[src/rtl/wide_add_sequencer.sv]
// Double-word add/subtract that reuses one nbits-wide Kogge-Stone adder over two passes (low, then high).
// Define WIDE_ADD_OVF_EN to build the signed-overflow flag; otherwise ovf is tied low.

module kogge_stone #(
  parameter int nbits = 32
) (
  input  logic [nbits-1:0] x,
  input  logic [nbits-1:0] y,
  input  logic             cin,
  output logic [nbits-1:0] prop_op,
  output logic [nbits-1:0] carry_network
);
  localparam int levels = $clog2(nbits);

  logic [nbits-1:0] g, p, g_nxt, p_nxt;

  // cin is folded into bit 0's generate, so carry_network[i] is the carry out of bit i.
  always_comb begin
    g_nxt = '0;
    p_nxt = '0;
    p = x ^ y;
    g = x & y;
    prop_op = p;
    g[0] = g[0] | (p[0] & cin);
    for (int l = 0; l < levels; l++) begin
      g_nxt = g;
      p_nxt = p;
      for (int i = (1 << l); i < nbits; i++) begin
        g_nxt[i] = g[i] | (p[i] & g[i - (1 << l)]);
        p_nxt[i] = p[i] & p[i - (1 << l)];
      end
      g = g_nxt;
      p = p_nxt;
    end
    carry_network = g;
  end
endmodule

module wide_add_sequencer #(
  parameter int nbits = 32
) (
  input  logic                 clk,
  input  logic                 rst_n,
  input  logic                 in_valid,
  output logic                 in_ready,
  input  logic [2*nbits-1:0]   op_a,
  input  logic [2*nbits-1:0]   op_b,
  input  logic                 sub,
  output logic                 out_valid,
  input  logic                 out_ready,
  output logic [2*nbits-1:0]   result,
  output logic                 cout,
  output logic                 ovf
);
  localparam logic [1:0] IDLE = 2'd0;
  localparam logic [1:0] LOW  = 2'd1;
  localparam logic [1:0] HIGH = 2'd2;
  localparam logic [1:0] DONE = 2'd3;

  logic [1:0]         state;
  logic [2*nbits-1:0] a_q, b_q;
  logic               sub_q;
  logic               carry_q;
  logic [nbits-1:0]   low_q;

  logic [nbits-1:0]   x, y, prop_op, carry_network, sum;
  logic               cin;
  logic [nbits:0]     c_vec;
  logic               accept;

  assign in_ready  = (state == IDLE) || ((state == DONE) && out_ready);
  assign out_valid = (state == DONE);
  assign accept    = in_valid && in_ready;

  always_comb begin
    x   = a_q[nbits-1:0];
    y   = b_q[nbits-1:0];
    cin = sub_q;
    if (state == HIGH) begin
      x   = a_q[2*nbits-1:nbits];
      y   = b_q[2*nbits-1:nbits];
      cin = carry_q;
    end
    if (sub_q) y = ~y;
  end

  kogge_stone #(.nbits(nbits)) u_adder (
    .x             (x),
    .y             (y),
    .cin           (cin),
    .prop_op       (prop_op),
    .carry_network (carry_network)
  );

  assign c_vec = {carry_network, cin};
  assign sum   = prop_op ^ c_vec[nbits-1:0];

  // The low half waits in low_q so the visible result only moves when the whole word is ready.
  always_ff @(posedge clk or negedge rst_n) begin
    if (!rst_n) begin
      state   <= IDLE;
      a_q     <= '0;
      b_q     <= '0;
      sub_q   <= 1'b0;
      carry_q <= 1'b0;
      low_q   <= '0;
      result  <= '0;
      cout    <= 1'b0;
    end else begin
      case (state)
        IDLE: begin
          if (accept) begin
            a_q   <= op_a;
            b_q   <= op_b;
            sub_q <= sub;
            state <= LOW;
          end
        end
        LOW: begin
          low_q   <= sum;
          carry_q <= carry_network[nbits-1];
          state   <= HIGH;
        end
        HIGH: begin
          result <= {sum, low_q};
          cout   <= carry_network[nbits-1];
          state  <= DONE;
        end
        DONE: begin
          if (out_ready) begin
            if (accept) begin
              a_q   <= op_a;
              b_q   <= op_b;
              sub_q <= sub;
              state <= LOW;
            end else begin
              state <= IDLE;
            end
          end
        end
        default: state <= IDLE;
      endcase
    end
  end

`ifdef WIDE_ADD_OVF_EN
  logic ovf_q;

  always_ff @(posedge clk or negedge rst_n) begin
    if (!rst_n) begin
      ovf_q <= 1'b0;
    end else if (state == HIGH) begin
      ovf_q <= (x[nbits-1] == y[nbits-1]) && (sum[nbits-1] != x[nbits-1]);
    end
  end

  assign ovf = ovf_q;
`else
  assign ovf = 1'b0;
`endif
endmodule

[config.mk]
export PLATFORM = sky130hd
export DESIGN_NAME = wide_add_sequencer
export DESIGN_NICKNAME = d
export VERILOG_FILES = /design/src/rtl/wide_add_sequencer.sv
export SDC_FILE = /design/constraint.sdc
export NUM_CORES = 1
export LEC_CHECK = 0
export CORE_UTILIZATION = 45
export DETAILED_ROUTE_END_ITERATION = 10
export DONT_BUFFER_PORTS = 1
export PLACE_DENSITY = 0.62
export RECOVER_POWER = 25
export SLEW_MARGIN = 40
export SYNTH_ARGS = -nofsm -noshare
export SYNTH_HDL_FRONTEND = slang
export SYNTH_SLANG_ARGS = --single-unit
[constraint.sdc]
create_clock -name clk -period 4.25 [get_ports clk]
set_input_delay 1.0625 -clock clk [delete_from_list [all_inputs] [get_ports clk]]
set_output_delay 1.0625 -clock clk [all_outputs]
set_load 0.02 [all_outputs]
==> impl_metrics.py, run 1 <==
metrics = {
    "global_routing": {
        "grt_use_total_pct": 20.80,
        "antenna_found_initial": 7,
        "grt_pass1_wl_mm": 42.12,
        "grt_max_degree": 230,
        "grt-ovfl-total": 0,
        "grt_pass1_vias": 7242,
    },
    "timing": {
        "post-route-period-util_pct": 93.85,
        "rsz0062_at_grt": "no",
        "worst_clock_skew_ns": 0.01260,
        "fin_crit_ns": 3.989,
        "fmax_ghz": 0.2507,
        "slew_headroom_pct": 57.08,
        "setup-tns-final_ns": 0,
        "setup_violations": 0,
        "hold_viol_final": 0,
        "drv_slew": 0,
        "max_slew.worst_pin.slew_ns": 0.6430,
    },
    "route": {
        "drtAntennaViolNets": 0,
        "dr_total_vias": 7064,
        "via_per_inst": 5.642,
        "avgRoutedWirePerCell_um": 21.22,
        "drcViolationCount": 0,
        "dr.pass1.iters": 5,
        "finalWirelength_mm": 26.57,
        "first_iter_violations": 528,
    },
    "floorplanning": {
        "fp.dieArea_um2": 25960,
        "core_area_um2": 24600,
        "die_h_um": 161.1,
        "start_util_pct": 46.31,
        "io_pins": 201,
        "row_count": 57,
        "die_w_um": 161.1,
    },
    "cells_and_area": {
        "drive_gt1_share_pct": 33.30,
        "fillers": 2181,
        "nNetsFinal": 1076,
        "areaGrowthSynthToFinish_pct": 11.96,
    },
    "setup_path": {
        "cp_max_fo": 26,
        "worstSetupPathType": "flop to flop",
        "cp.arrival_ns": 4.43,
        "slowest_delay_ns": 0.40,
        "required_ns": 4.69,
        "cp_slowest_cell": "dfrtp_1",
        "crit_path_start_kind": "flop",
        "path_cells": "inv_1, ha_4, buf_12, mux2i_1, fa_1, inv_1, fa_1, a21o_1, a311oi_1, nor3_1, o21ai_2, a311oi_1, or2_2, o31ai_1",
        "end_kind": "flop",
    },
    "synth": {
        "synth_edf_count": 0,
        "synthArstFlopShare_pct": 100.0,
        "avgSynthCellArea_um2": 12.58,
        "yosysSeqAreaShare_pct": 50.30,
        "synth-seq-cells": 229,
        "ys_warn_count": 0,
        "netlist_instances": 906,
        "synth_cell_types": 54,
        "synth_flop_cell": "dfrtp_1",
        "synth_area_um2": 11390,
        "synth_nets": 1077,
    },
    "clocking": {
        "postCtsSetupBuffers": 0,
        "clk_latency_ns": 0.53,
        "cts_tree": "yes",
        "clock_sinks": 229,
        "cts-root-buf": "clkbuf_16",
        "cts_hold_buf": 0,
        "htreeDepth": 1,
        "numCtsBuffers": 26,
        "cts.reportedPaths.clkPinSlew_ns": 0.06,
        "cts_buffer_depth": 3,
        "cts-resized-gates": 0,
    },
    "hold_path": {
        "hp-class": "input pin to asynchronous set/reset pin",
    },
    "place": {
        "port_buffers": 0,
        "place.gp.congestion": 0.8383,
        "hpwl_mm": 19.42,
    },
    "outcome": {
        "outcome": "completed",
    },
    "flow_run": {
        "drv_cap": 0,
    },
}
[synthesized netlist by cell type, drive strengths merged, types with 3 or more instances]
master,number,share of area [%]
dfrtp,229,50
xnor2,41,3.2
nand3,13,0.57
a211o,4,0.31
o21a,10,0.67
nand2,53,1.7
ha,36,4.0
a31oi,6,0.33
a41oi,3,0.30
mux2i,34,3.0
nor2,12,0.40
o22ai,3,0.16
a21boi,3,0.20
buf,14,0.52
a21oi,38,1.7
nand4,10,0.55
xor2,11,0.85
a21o,14,0.92
o31ai,16,1.1
clkbuf,34,1.1
and2,6,0.33
o211ai,3,0.20
o21bai,5,0.33
inv,13,0.43
o21ai,21,0.96
mux2,233,23
and3,6,0.33
a211oi,4,0.26
nor3,5,0.22
[registers in the layout (all words and copies together) (netlist names)]
name,cells
a_q,64
sub_q,1
state,2
cout,1
result,64
carry_q,1
low_q,32
b_q,64
[metrics by stage]
stage          cell area, µm²  util [%]  hold WS (ns)  setup slack, ns  std cells
3_5_place_dp            11810     48.01        0.4831           0.3136       1201
5_1_grt                 12750     51.81        0.2039          0.06827       1249
4_1_cts                 12750     51.81        0.2079           0.2920       1249
3_3_place_gp            11810     48.01        0.4716           0.3960       1201
2_1_floorplan           11390         -        0.4429           0.1370        906
6_report                12760     51.84        0.2283           0.2615       1252
[logic make-up (layout without fill, tap and decap cells)]
group	count (synthesis)	after routing	share of synthesized area, %
AOI/OAI and AO/OA	141	141	8.434
xor gates and xnor gates	52	52	3.997
adders and majority gates	38	38	4.305
buffers and inverters	61	80	2.065
DFF	229	229	50.30
muxes	267	267	26.02
other	1	4	0.03291
and+or+nand+nor	117	117	4.854
[path summary, 6_finish.rpt]
path	from	to	slack [ns]	cells after the start
max	state[0]$_DFFE_PN0P_	low_q[30]$_DFFE_PN0N_	0.26	14
min	rst_n	b_q[61]$_DFFE_PN0P_	0.23	0
max reg2reg	state[0]$_DFFE_PN0P_	low_q[30]$_DFFE_PN0N_	0.26	14
min reg2reg	low_q[26]$_DFFE_PN0N_	low_q[26]$_DFFE_PN0N_	0.49	2
max in group asynchronous	rst_n	sub_q$_DFFE_PN0P_	3.63	0
min in group clk	low_q[26]$_DFFE_PN0N_	low_q[26]$_DFFE_PN0N_	0.49	2
[layout by cell type, fill, tap and decap left out, types with 6 or more instances in the layout]
cell type	count
and3_1	6
a21oi_1	37
dfrtp_1	228
o31ai_1	16
nand3_1	13
nand4_1	10
nor2_1	12
o21ai_0	19
xnor2_1	41
ha_1	35
buf_4	16
nand2_1	52
and2_1	6
inv_1	13
mux2i_1	34
o21a_1	9
a21o_1	14
mux2_2	233
a31oi_1	6
xor2_1	11
clkbuf_16	27
clkbuf_8	7
[per-layer routing]
metal	global-route usage (%)	routed length, µm	up-vias
li1	-	-	3280
met1	30.13	12600	3511
met2	29.90	11030	219
met3	7.011	2351	46
met4	4.889	528	8
met5	0	51	-
[area by class of cell]
type | count | area (µm²) | share of cell area (%)
multi-input cells | 616 | 5448 | 42.71
clock buffers | 36 | 779.5 | 6.111
flip-flops and latches | 229 | 5732 | 44.93
well taps | 324 | 405.4 | 3.178
clock inverters | 12 | 155.1 | 1.216
diodes | 3 | 7.507 | 0.05885
inverters | 13 | 48.80 | 0.3825
repair buffers | 19 | 180.2 | 1.412
[worst max-delay path: cells and delay by family, from the launching register on]
kind,cells,cell delay [ns]
muxes,1,0.26
AOI/OAI and AO/OA,5,1.27
DFF,1,0.40
adders and majority gates,3,0.97
buffers and inverters,3,0.48
and+or+nand+nor,2,0.52
Power of run 1 is not shown: default switching activity piles up to over one toggle a cycle in this logic, so the estimate is an artifact.
==> run 2, diff against run 1 <==
CTS_CLUSTER_SIZE = 25   (was not set)
SLEW_MARGIN = 20   (was 40)
==> results of run 2 <==
No change in the layout: final DEF, timing and power equal those of run 1.
Power of run 2 is left out for the same reason.
